File: config.mk
export PLATFORM = sky130hd
export DESIGN_NAME = mod_inverse_flat
export DESIGN_NICKNAME = d
export VERILOG_FILES = /design/src/rtl/mod_inverse_pkg.sv /design/src/rtl/mod_inverse_if.sv /design/src/rtl/mod_inverse_mul_pipe.sv /design/src/rtl/mod_inverse.sv /design/src/flat_wrapper.sv
export SDC_FILE = /design/constraint.sdc
export NUM_CORES = 1
export LEC_CHECK = 0
export ABC_AREA = 1
export BUFFER_PORTS_ARGS = -buffer_cell sky130_fd_sc_hd__clkbuf_2
export CAP_MARGIN = 20
export CORE_ASPECT_RATIO = 1.75
export CORE_UTILIZATION = 48
export CTS_CLUSTER_SIZE = 25
export DETAILED_ROUTE_END_ITERATION = 12
export GPL_ROUTABILITY_DRIVEN = 0
export HOLD_SLACK_MARGIN = 0.03
export PLACE_DENSITY = 0.66
export SETUP_SLACK_MARGIN = 0.15
export SLEW_MARGIN = 0
export SYNTH_ARGS = -nofsm -noshare
export SYNTH_HDL_FRONTEND = slang
export SYNTH_SLANG_ARGS = --single-unit
File: constraint.sdc
create_clock -name clk -period 5.2 [get_ports clk]
set_input_delay 0.52 -clock clk [delete_from_list [all_inputs] [get_ports clk]]
set_output_delay 0.52 -clock clk [all_outputs]
set_load 0.03 [all_outputs]
File: src/rtl/mod_inverse_pkg.sv
`default_nettype none
// ============================================================================
// mod_inverse_pkg
// Shared arithmetic-layer constants and types for the q = 3329 primitives.
// Revision: 1.0  initial release
// ============================================================================
package mod_inverse_pkg;

  // 12-bit coefficient, shared with the add/sub/mul/Barrett blocks
  typedef logic [11:0] coeff_t;

  localparam coeff_t      KYBER_Q     = 12'd3329;
  localparam logic [12:0] MU          = 13'd5039;  // floor(2^24 / q)
  localparam coeff_t      INV_EXP     = 12'd3327;  // q - 2
  localparam int unsigned MUL_LAT     = 4;
  localparam logic [3:0]  TOP_BIT_IDX = 4'd10;     // MSB of INV_EXP seeds acc

  // FSM encoding
  typedef logic [2:0] state_t;
  localparam state_t ST_IDLE = 3'd0;
  localparam state_t ST_LOAD = 3'd1;
  localparam state_t ST_SQR  = 3'd2;
  localparam state_t ST_MUL  = 3'd3;
  localparam state_t ST_DONE = 3'd4;

  // A 12-bit value is below 2q, so one conditional subtract fully reduces it
  function automatic coeff_t reduce_once(input coeff_t x);
    return (x >= KYBER_Q) ? coeff_t'(x - KYBER_Q) : x;
  endfunction

endpackage
`default_nettype wire

File: src/rtl/mod_inverse_if.sv
`default_nettype none
// ============================================================================
// mod_inverse_if
// Operand and result valid/ready channels of the modular inverter.
// Revision: 1.0  initial release
// ============================================================================
interface mod_inverse_if;
  import mod_inverse_pkg::*;

  logic   in_valid;
  logic   in_ready;
  coeff_t in_a;
  logic   out_valid;
  logic   out_ready;
  coeff_t out_inv;
  logic   out_zero;

  modport master (
    output in_valid, in_a, out_ready,
    input  in_ready, out_valid, out_inv, out_zero
  );

  modport slave (
    input  in_valid, in_a, out_ready,
    output in_ready, out_valid, out_inv, out_zero
  );
endinterface
`default_nettype wire

File: src/rtl/mod_inverse_mul_pipe.sv
`default_nettype none
// ============================================================================
// mod_mul_pipe
// Free-running modular multiplier mod q: product register followed by a
// three-stage Barrett reduction, MUL_LAT cycles from operands to result.
// Revision: 1.0  initial release
// ============================================================================
module mod_mul_pipe
  import mod_inverse_pkg::*;
(
  input  logic   clk,
  input  logic   reset,
  input  coeff_t a,
  input  coeff_t b,
  output coeff_t prod
);

  localparam logic [13:0] Q_X1 = {2'b00, KYBER_Q};
  localparam logic [13:0] Q_X2 = {1'b0, KYBER_Q, 1'b0};

  logic [23:0] p1;
  logic [23:0] p2;
  coeff_t      t2;
  logic [13:0] r3;

  // Product, quotient estimate, remainder, then final correction. MU never
  // overestimates, so the remainder lies in [0, 3q) and at most 2q is removed.
  always_ff @(posedge clk or negedge reset) begin
    if (!reset) begin
      p1   <= '0;
      p2   <= '0;
      t2   <= '0;
      r3   <= '0;
      prod <= '0;
    end else begin
      p1 <= 24'(a) * 24'(b);
      p2 <= p1;
      t2 <= 12'((37'(p1) * 37'(MU)) >> 24);
      r3 <= 14'(p2 - 24'(t2) * 24'(KYBER_Q));
      if (r3 >= Q_X2) begin
        prod <= 12'(r3 - Q_X2);
      end else if (r3 >= Q_X1) begin
        prod <= 12'(r3 - Q_X1);
      end else begin
        prod <= 12'(r3);
      end
    end
  end

endmodule
`default_nettype wire

File: src/rtl/mod_inverse.sv
`default_nettype none
// ============================================================================
// mod_inverse
// Constant-time inverse mod 3329 as a^(q-2) by left-to-right
// square-and-multiply over a private pipelined multiplier.
// Revision: 1.0  initial release
// ============================================================================
module mod_inverse
  import mod_inverse_pkg::*;
(
  input  logic         clk,
  input  logic         reset,
  mod_inverse_if.slave bus
);

  state_t     state;
  state_t     next_state;
  coeff_t     acc;
  coeff_t     a_r;
  coeff_t     mul_b;
  coeff_t     mul_res;
  logic [3:0] bit_idx;
  logic [2:0] cnt;
  logic       zero_r;
  logic       op_last;
  logic       in_op;
  logic       exp_bit;

  assign in_op   = (state == ST_SQR) || (state == ST_MUL);
  assign op_last = (cnt == 3'(MUL_LAT));
  assign exp_bit = INV_EXP[bit_idx];
  assign mul_b   = (state == ST_MUL) ? a_r : acc;

  mod_mul_pipe u_mul (
    .clk   (clk),
    .reset (reset),
    .a     (acc),
    .b     (mul_b),
    .prod  (mul_res)
  );

  // State register
  always_ff @(posedge clk or negedge reset) begin
    if (!reset) begin
      state <= ST_IDLE;
    end else begin
      state <= next_state;
    end
  end

  // Next-state: one op per exponent bit, plus a multiply when the bit is set
  always_comb begin
    next_state = state;
    case (state)
      ST_IDLE: if (bus.in_valid) next_state = ST_LOAD;
      ST_LOAD: next_state = (a_r == '0) ? ST_DONE : ST_SQR;
      ST_SQR: begin
        if (op_last) begin
          if (exp_bit)              next_state = ST_MUL;
          else if (bit_idx == 4'd0) next_state = ST_DONE;
          else                      next_state = ST_SQR;
        end
      end
      ST_MUL: begin
        if (op_last) next_state = (bit_idx == 4'd0) ? ST_DONE : ST_SQR;
      end
      ST_DONE: if (bus.out_ready) next_state = ST_IDLE;
      default: next_state = ST_IDLE;
    endcase
  end

  // Outputs decoded from state; result and zero flag held by registers
  always_comb begin
    bus.in_ready  = (state == ST_IDLE);
    bus.out_valid = (state == ST_DONE);
    bus.out_inv   = acc;
    bus.out_zero  = zero_r;
  end

  // Datapath: operand capture, latency counter, accumulator and bit index
  always_ff @(posedge clk or negedge reset) begin
    if (!reset) begin
      acc     <= '0;
      a_r     <= '0;
      bit_idx <= '0;
      cnt     <= '0;
      zero_r  <= 1'b0;
    end else begin
      if (state == ST_IDLE && bus.in_valid) begin
        a_r    <= reduce_once(bus.in_a);
        acc    <= reduce_once(bus.in_a);
        zero_r <= 1'b0;
      end
      if (state == ST_LOAD) begin
        bit_idx <= TOP_BIT_IDX;
        zero_r  <= (a_r == '0);
      end
      if (in_op) begin
        if (op_last) begin
          cnt <= '0;
          acc <= mul_res;
          // advance to the next exponent bit only when starting its square
          if (next_state == ST_SQR) bit_idx <= bit_idx - 4'd1;
        end else begin
          cnt <= cnt + 3'd1;
        end
      end
    end
  end

endmodule
`default_nettype wire

File: src/flat_wrapper.sv
// flat-port wrapper written by rule: the top's interface ports become plain ports
module mod_inverse_flat import mod_inverse_pkg::*;
  (clk, reset, bus_in_valid, bus_in_a, bus_out_ready, bus_in_ready, bus_out_valid, bus_out_inv, bus_out_zero);
  mod_inverse_if bus_i ();
  input  logic clk;
  input  logic reset;
  input wire logic [$bits(bus_i.in_valid)-1:0] bus_in_valid;
  input wire logic [$bits(bus_i.in_a)-1:0] bus_in_a;
  input wire logic [$bits(bus_i.out_ready)-1:0] bus_out_ready;
  output wire logic [$bits(bus_i.in_ready)-1:0] bus_in_ready;
  output wire logic [$bits(bus_i.out_valid)-1:0] bus_out_valid;
  output wire logic [$bits(bus_i.out_inv)-1:0] bus_out_inv;
  output wire logic [$bits(bus_i.out_zero)-1:0] bus_out_zero;
  assign bus_i.in_valid = bus_in_valid;
  assign bus_i.in_a = bus_in_a;
  assign bus_i.out_ready = bus_out_ready;
  assign bus_in_ready = bus_i.in_ready;
  assign bus_out_valid = bus_i.out_valid;
  assign bus_out_inv = bus_i.out_inv;
  assign bus_out_zero = bus_i.out_zero;
  mod_inverse u_core (.clk(clk), .reset(reset), .bus(bus_i));
endmodule
* Yosys cells after proc, flatten, opt, wreduce, memory -nomap -nowiden
Memory sizes are Yosys's and may differ from the RTL's. Index checks and enable logic that the tools add are counted. Widths: inputs -> output; s select.
Cells by class: add/subtract/negate cells 6, multiply operators 3, order comparisons 4, equality and inequality tests 6, mux-type cells 23, reduce and logical (&&, ||, !) cells 6
Operator list (number):
- $mux 12 | 7
- $mul 24x13->36 const B | 1
- $sub 12x12->12 const B | 3
- $mul 12x12->24 | 1
- $mux 3 | 8
- $mux 4 | 4
- $pmux 3 s5 | 1
- $ge 14x12->1 const B | 1
- $ge 14x13->1 const B | 1
- $mul 12x12->14 const B | 1
- $sub 14x14->14 | 1
- $ge 12x12->1 const B | 1
- $logic_not 12->1 | 1
- $eq 3x2->1 const B | 3
- $eq 3x3->1 const B | 2
- $lt 4x5->1 const B | 1
- $logic_not 4->1 | 1
- $sub 4x1->4 const B | 1
- $add 3x1->3 const B | 1
- $eq 3x1->1 const B | 1
- $logic_not 3->1 | 1
- $mux 1 | 3
- $reduce_bool 2->1 | 1
- $logic_and 1x1->1 | 1
- $logic_or 1x1->1 | 1
Word-level totals: register bits after elaboration 111, ROM bits 16, input port bits 16, output and inout port bits 15, word-level logic and storage cells 60, memories kept 1
Memory list:
- (no name shown) | depth 16, width 1, read ports 1, clocked after Yosys merged registers in 0, wr ports 0, line mod_inverse.sv:31 | assign exp_bit = INV_EXP[bit_idx];

* Longest topological paths before layout
depth in word-level cells 9, depth in mapped cells 29, depth with buffers taken out 29

* By module
From an unflattened synthesis, not the netlist that was laid out.
Unflattened totals: cells, all modules 2200, area, all modules 17526.8 um^2
By module, submodules not included:
- mod_mul_pipe | instances 1, cells an instance 1909, area each 15319.7 um^2, seq. area each 1901.8 um^2
- mod_inverse | instances 1, cells an instance 291, area each 2207.1 um^2, seq. area each 875.8 um^2

* Worst setup path before layout
No wires, ideal clock.
kind register to register, from register u_core.acc[10] (netlist: u_core.bus.out_inv[10]), to register u_core.u_mul.p1[15], library setup time 0.125 ns, arrival 5.223 ns, path slack -0.148 ns, stages on the path, launching flop included 23, buffers on the path 1, period minus slack after synthesis 5.348 ns, path through dfrtp_1 > clkbuf_1 > inv_1 > a21oi_1 > a21oi_2 > inv_2 > nand2_1 > fa_1 > fa_1 > inv_1 > fa_1 > fa_1 > inv_1 > fa_1 > inv_1 > ha_1 > nand2_1 > inv_1 > a21boi_0 > nand3_1 > nand2_1 > nand2_1 > xor2_1
On the way: word-level cells in the longest chain between the ends 2
RTL lines:
- start, declared | line mod_inverse.sv:18 | coeff_t acc;
- start signal, assigned | line mod_inverse.sv:91 | acc <= reduce_once(bus.in_a);
- start signal, assigned | line mod_inverse.sv:101 | acc <= mul_res;
- $mux 12 | line mod_inverse.sv:32 | assign mul_b = (state == ST_MUL) ? a_r : acc;
- $mul 12x12->24 (*) | line mod_inverse_mul_pipe.sv:36 | p1 <= 24'(a) * 24'(b);
- end signal, assigned | line mod_inverse_mul_pipe.sv:36
- end, declared | line mod_inverse_mul_pipe.sv:21 | logic [23:0] p1;
Every way passes the cells marked *; elsewhere a longest branch is shown, timed or not. A chain may end at the register's enable or synchronous reset.

* Worst setup path after layout
from register u_core.state[1], to register u_core.u_mul.p1[15]
On the way: word-level cells in the longest chain between the ends 3
RTL lines:
- start, declared | line mod_inverse.sv:16 | state_t state;
- start signal, assigned | line mod_inverse.sv:47 | state <= next_state;
- $eq 3x2->1 | line mod_inverse.sv:32
- $mux 12 | line mod_inverse.sv:32
- $mul 12x12->24 | line mod_inverse_mul_pipe.sv:36
No other way between the ends.

==> flow_metrics.env <==
export IMPL_status="complete, no violations"
export IMPL_drv_cap=0
export IMPL_critPathRequiredTime_ns=5.47
export IMPL_hold_path_class="in -> async"
export IMPL_clock_latency_ns=0.39
export IMPL_grt_use_total_pct=27.42
export IMPL_cp_max_fo=8
export IMPL_grt_max_degree=64
export IMPL_grt_pass1_wl_um=73850
export IMPL_hpwl_um=37590
export IMPL_synth_enable_flop_cells=0
export IMPL_mostFrequentLayoutCell="inv_1"
export IMPL_cts_tree="done"
export IMPL_synth_xor_area_share_pct=2.925
export IMPL_critPathCaptureType="register"
export IMPL_maxSlewHeadroom_pct=44.33
export IMPL_synth_seq_area_share_pct=16.56
export IMPL_finalSetupViolations=0
export IMPL_cts_sinks=111
export IMPL_io_buffers=30
export IMPL_vias=13737
export IMPL_ys_warnings_count=0
export IMPL_grt_overflow_total=0
export IMPL_stdcell_count=2618
export IMPL_ioPinCount=31
export IMPL_clockBufferDepth=2
export IMPL_synth_cell_types=41
export IMPL_mostFrequentLayoutCells="427 x inv_1, 377 x nand2_1, 232 x fa_1, 216 x ha_1, 155 x nor2_1"
export IMPL_worstSetupStartpointType="register"
export IMPL_drtPass1Iterations=6
export IMPL_synthArstFlopShare_pct=100.0
export IMPL_synth_nets=2511
export IMPL_syn_instance_count=2028
export IMPL_grt_pass1_vias=14870
export IMPL_ys_seq_elements=111
export IMPL_synth_top_cell_area_share_pct=28.29
export IMPL_die_area_um2=35720
export IMPL_timing_fmax_mhz=194.7
export IMPL_drc=0
export IMPL_yosys_area_share_simple_pct=17.15
export IMPL_synth_compound_area_share_pct=7.036
export IMPL_avgSynthCellArea_um2=8.269
export IMPL_drt_iter0_markers=583
export IMPL_antenna_found_initial=1
export IMPL_ys_flop_type="dfrtp_1"
export IMPL_routedWlPerCell_um=17.54
export IMPL_vias_per_cell=5.247
export IMPL_root_buffer="clkbuf_16"
export IMPL_finalHoldViolations=0
export IMPL_worstSetupPathType="reg -> reg"
export IMPL_critPathArrivalTime_ns=5.40
export IMPL_path_clk_slew_ns=0.09
export IMPL_synthTopCellsByArea="fa_1 28%, ha_1 17%, dfrtp_1 17%"
export IMPL_synth_mux_area_fraction_pct=0
export IMPL_synth_area_leader_cell="fa_1"
export IMPL_numCtsBuffers=9
export IMPL_fin_nets=2636
export IMPL_num_rows=90
export IMPL_synth_top_family_by_area="adder cells"
export IMPL_fin_crit_ns=5.135
export IMPL_finalCritPeriodShare_pct=98.76
export IMPL_worst_pin_slew_ns=0.8351
export IMPL_drt_antenna_violating_nets=0
export IMPL_drive_gt1_share_pct=13.44
export IMPL_start_util_pct=48.66
export IMPL_antenna_cells=0
export IMPL_wl_um=45930
export IMPL_die_h_um=249.3
export IMPL_drv_slew=0
export IMPL_area_growth_pct=14.36
export IMPL_die_w_um=143.3
export IMPL_h_tree_depth=3
export IMPL_rsz0062_at_grt="true"
export IMPL_dp_cells=2576
export IMPL_synthAdderAreaFrac_pct=45.46
export IMPL_coreArea_um2=34460
export IMPL_syn_area_um2=16770
export IMPL_skew_ns=0.01170
cells in the mapped netlist, types with 3 or more instances:
master	number
inv_1	447
o21ai_1	5
nand3_2	3
nor2_2	3
nor2_1	167
nand2_2	6
o21bai_1	4
or2_2	3
a21o_1	6
nor3_1	14
nand3b_1	4
ha_1	230
a21oi_1	110
nand4_1	17
a21boi_0	4
a21oi_2	3
xnor2_1	13
clkbuf_1	14
a31oi_1	3
fa_1	237
inv_2	9
nor4_1	6
nand3_1	70
dfrtp_1	111
o21ai_0	71
xor2_1	43
nand2_1	398
o21ai_2	5
critical path, cell delays in order (launching register included):
cell      delay [ns]
dfrtp_1         0.39
inv_2           0.07
nor2_4          0.05
nand2_8         0.12
clkinv_8        0.09
a21oi_4         0.16
a21oi_2         0.05
inv_2           0.16
buf_6           0.13
nand2_4         0.03
fa_1            0.46
fa_1            0.54
inv_1           0.05
fa_1            0.48
fa_1            0.54
inv_2           0.04
fa_1            0.48
inv_2           0.05
ha_4            0.28
a21oi_4         0.18
a21boi_4        0.22
nand3_2         0.12
nand2_1         0.09
nand2_1         0.06
xor2_1          0.13
registers in the layout, indices dropped and copies added, names as in the netlist:
name,count
u_core.a_r,12
u_core.bit_idx,4
u_core.bus.out_inv,12
u_core.bus.out_zero,1
u_core.cnt,3
u_core.state,3
u_core.u_mul.p1,24
u_core.u_mul.p2,14
u_core.u_mul.prod,12
u_core.u_mul.r3,14
u_core.u_mul.t2,12
final cells by class:
cell class,instances,area (um^2)
fillers,3147,15280
well taps,460,575.6
repair inverters,1,16.27
clock buffers,9,225.2
repair buffers,135,994.7
clock inverters,7,108.9
multi-input cells,1438,12740
inverters,457,1735
flip-flops and latches,111,2783
logic make-up (layout without fill, tap and decap cells):
logic type      count (synthesis)  in the layout
simple gates                  698            698
buf+inv                       479            609
fa+ha+maj                     467            467
flops                         111            111
xor+xnor                       56             56
compound gates                217            217
timing repair:
| action | CTS | global route |
|---|---|---|
| pin swaps | 48 | 60 |
| hold buffers | 0 | 0 |
| resized for setup | 90 | 63 |
| gates cloned | 1 | 0 |
| setup buffers | 15 | 10 |
| endpoints found under the setup margin | 13 | 26 |
per-stage QoR:
step                      setup TNS [ns]  cell area [um^2]  util [%]  setup WS [ns]  hold WS, ns
final                                  0             19180     55.65        0.06472       0.1315
after global placement           -0.7126             18030     52.33        -0.1129       0.4593
after CTS                              0             18860     54.72         0.1258       0.1468
after floorplan                        0             16820         -         0.1397       0.2244
after global routing              -1.241             19180     55.65        -0.1590       0.1765
after detailed placement          -1.297             18030     52.33        -0.1736       0.4677
layer usage:
| layer | vias to the layer above | GRT usage, % | routed length, um |
|---|---|---|---|
| li1 | 6475 | - | - |
| met3 | 191 | 4.383 | 1906 |
| met4 | 2 | 21.64 | 3513 |
| met5 | - | 0 | 8 |
| met1 | 6715 | 25.45 | 14810 |
| met2 | 354 | 51.62 | 25680 |
worst paths after layout:
kind | startpoint | to | slack [ns] | cells past startpoint
worst max register to register | u_core.state[1] | u_core.u_mul.p1[15] | 0.06 | 24
worst max-delay path | u_core.state[1] | u_core.u_mul.p1[15] | 0.06 | 24
max in group asynchronous | reset | u_core.bus.out_inv[10] | 3.71 | 2
worst min register to register | u_core.bit_idx[0] | u_core.bit_idx[0] | 0.47 | 1
min in group clk | bus_out_ready | u_core.state[2] | 0.40 | 2
worst min-delay path | reset | u_core.u_mul.t2[7] | 0.13 | 1
Power is not shown: default switching activity piles up to over one toggle a cycle in this logic, so the estimate is an artifact.
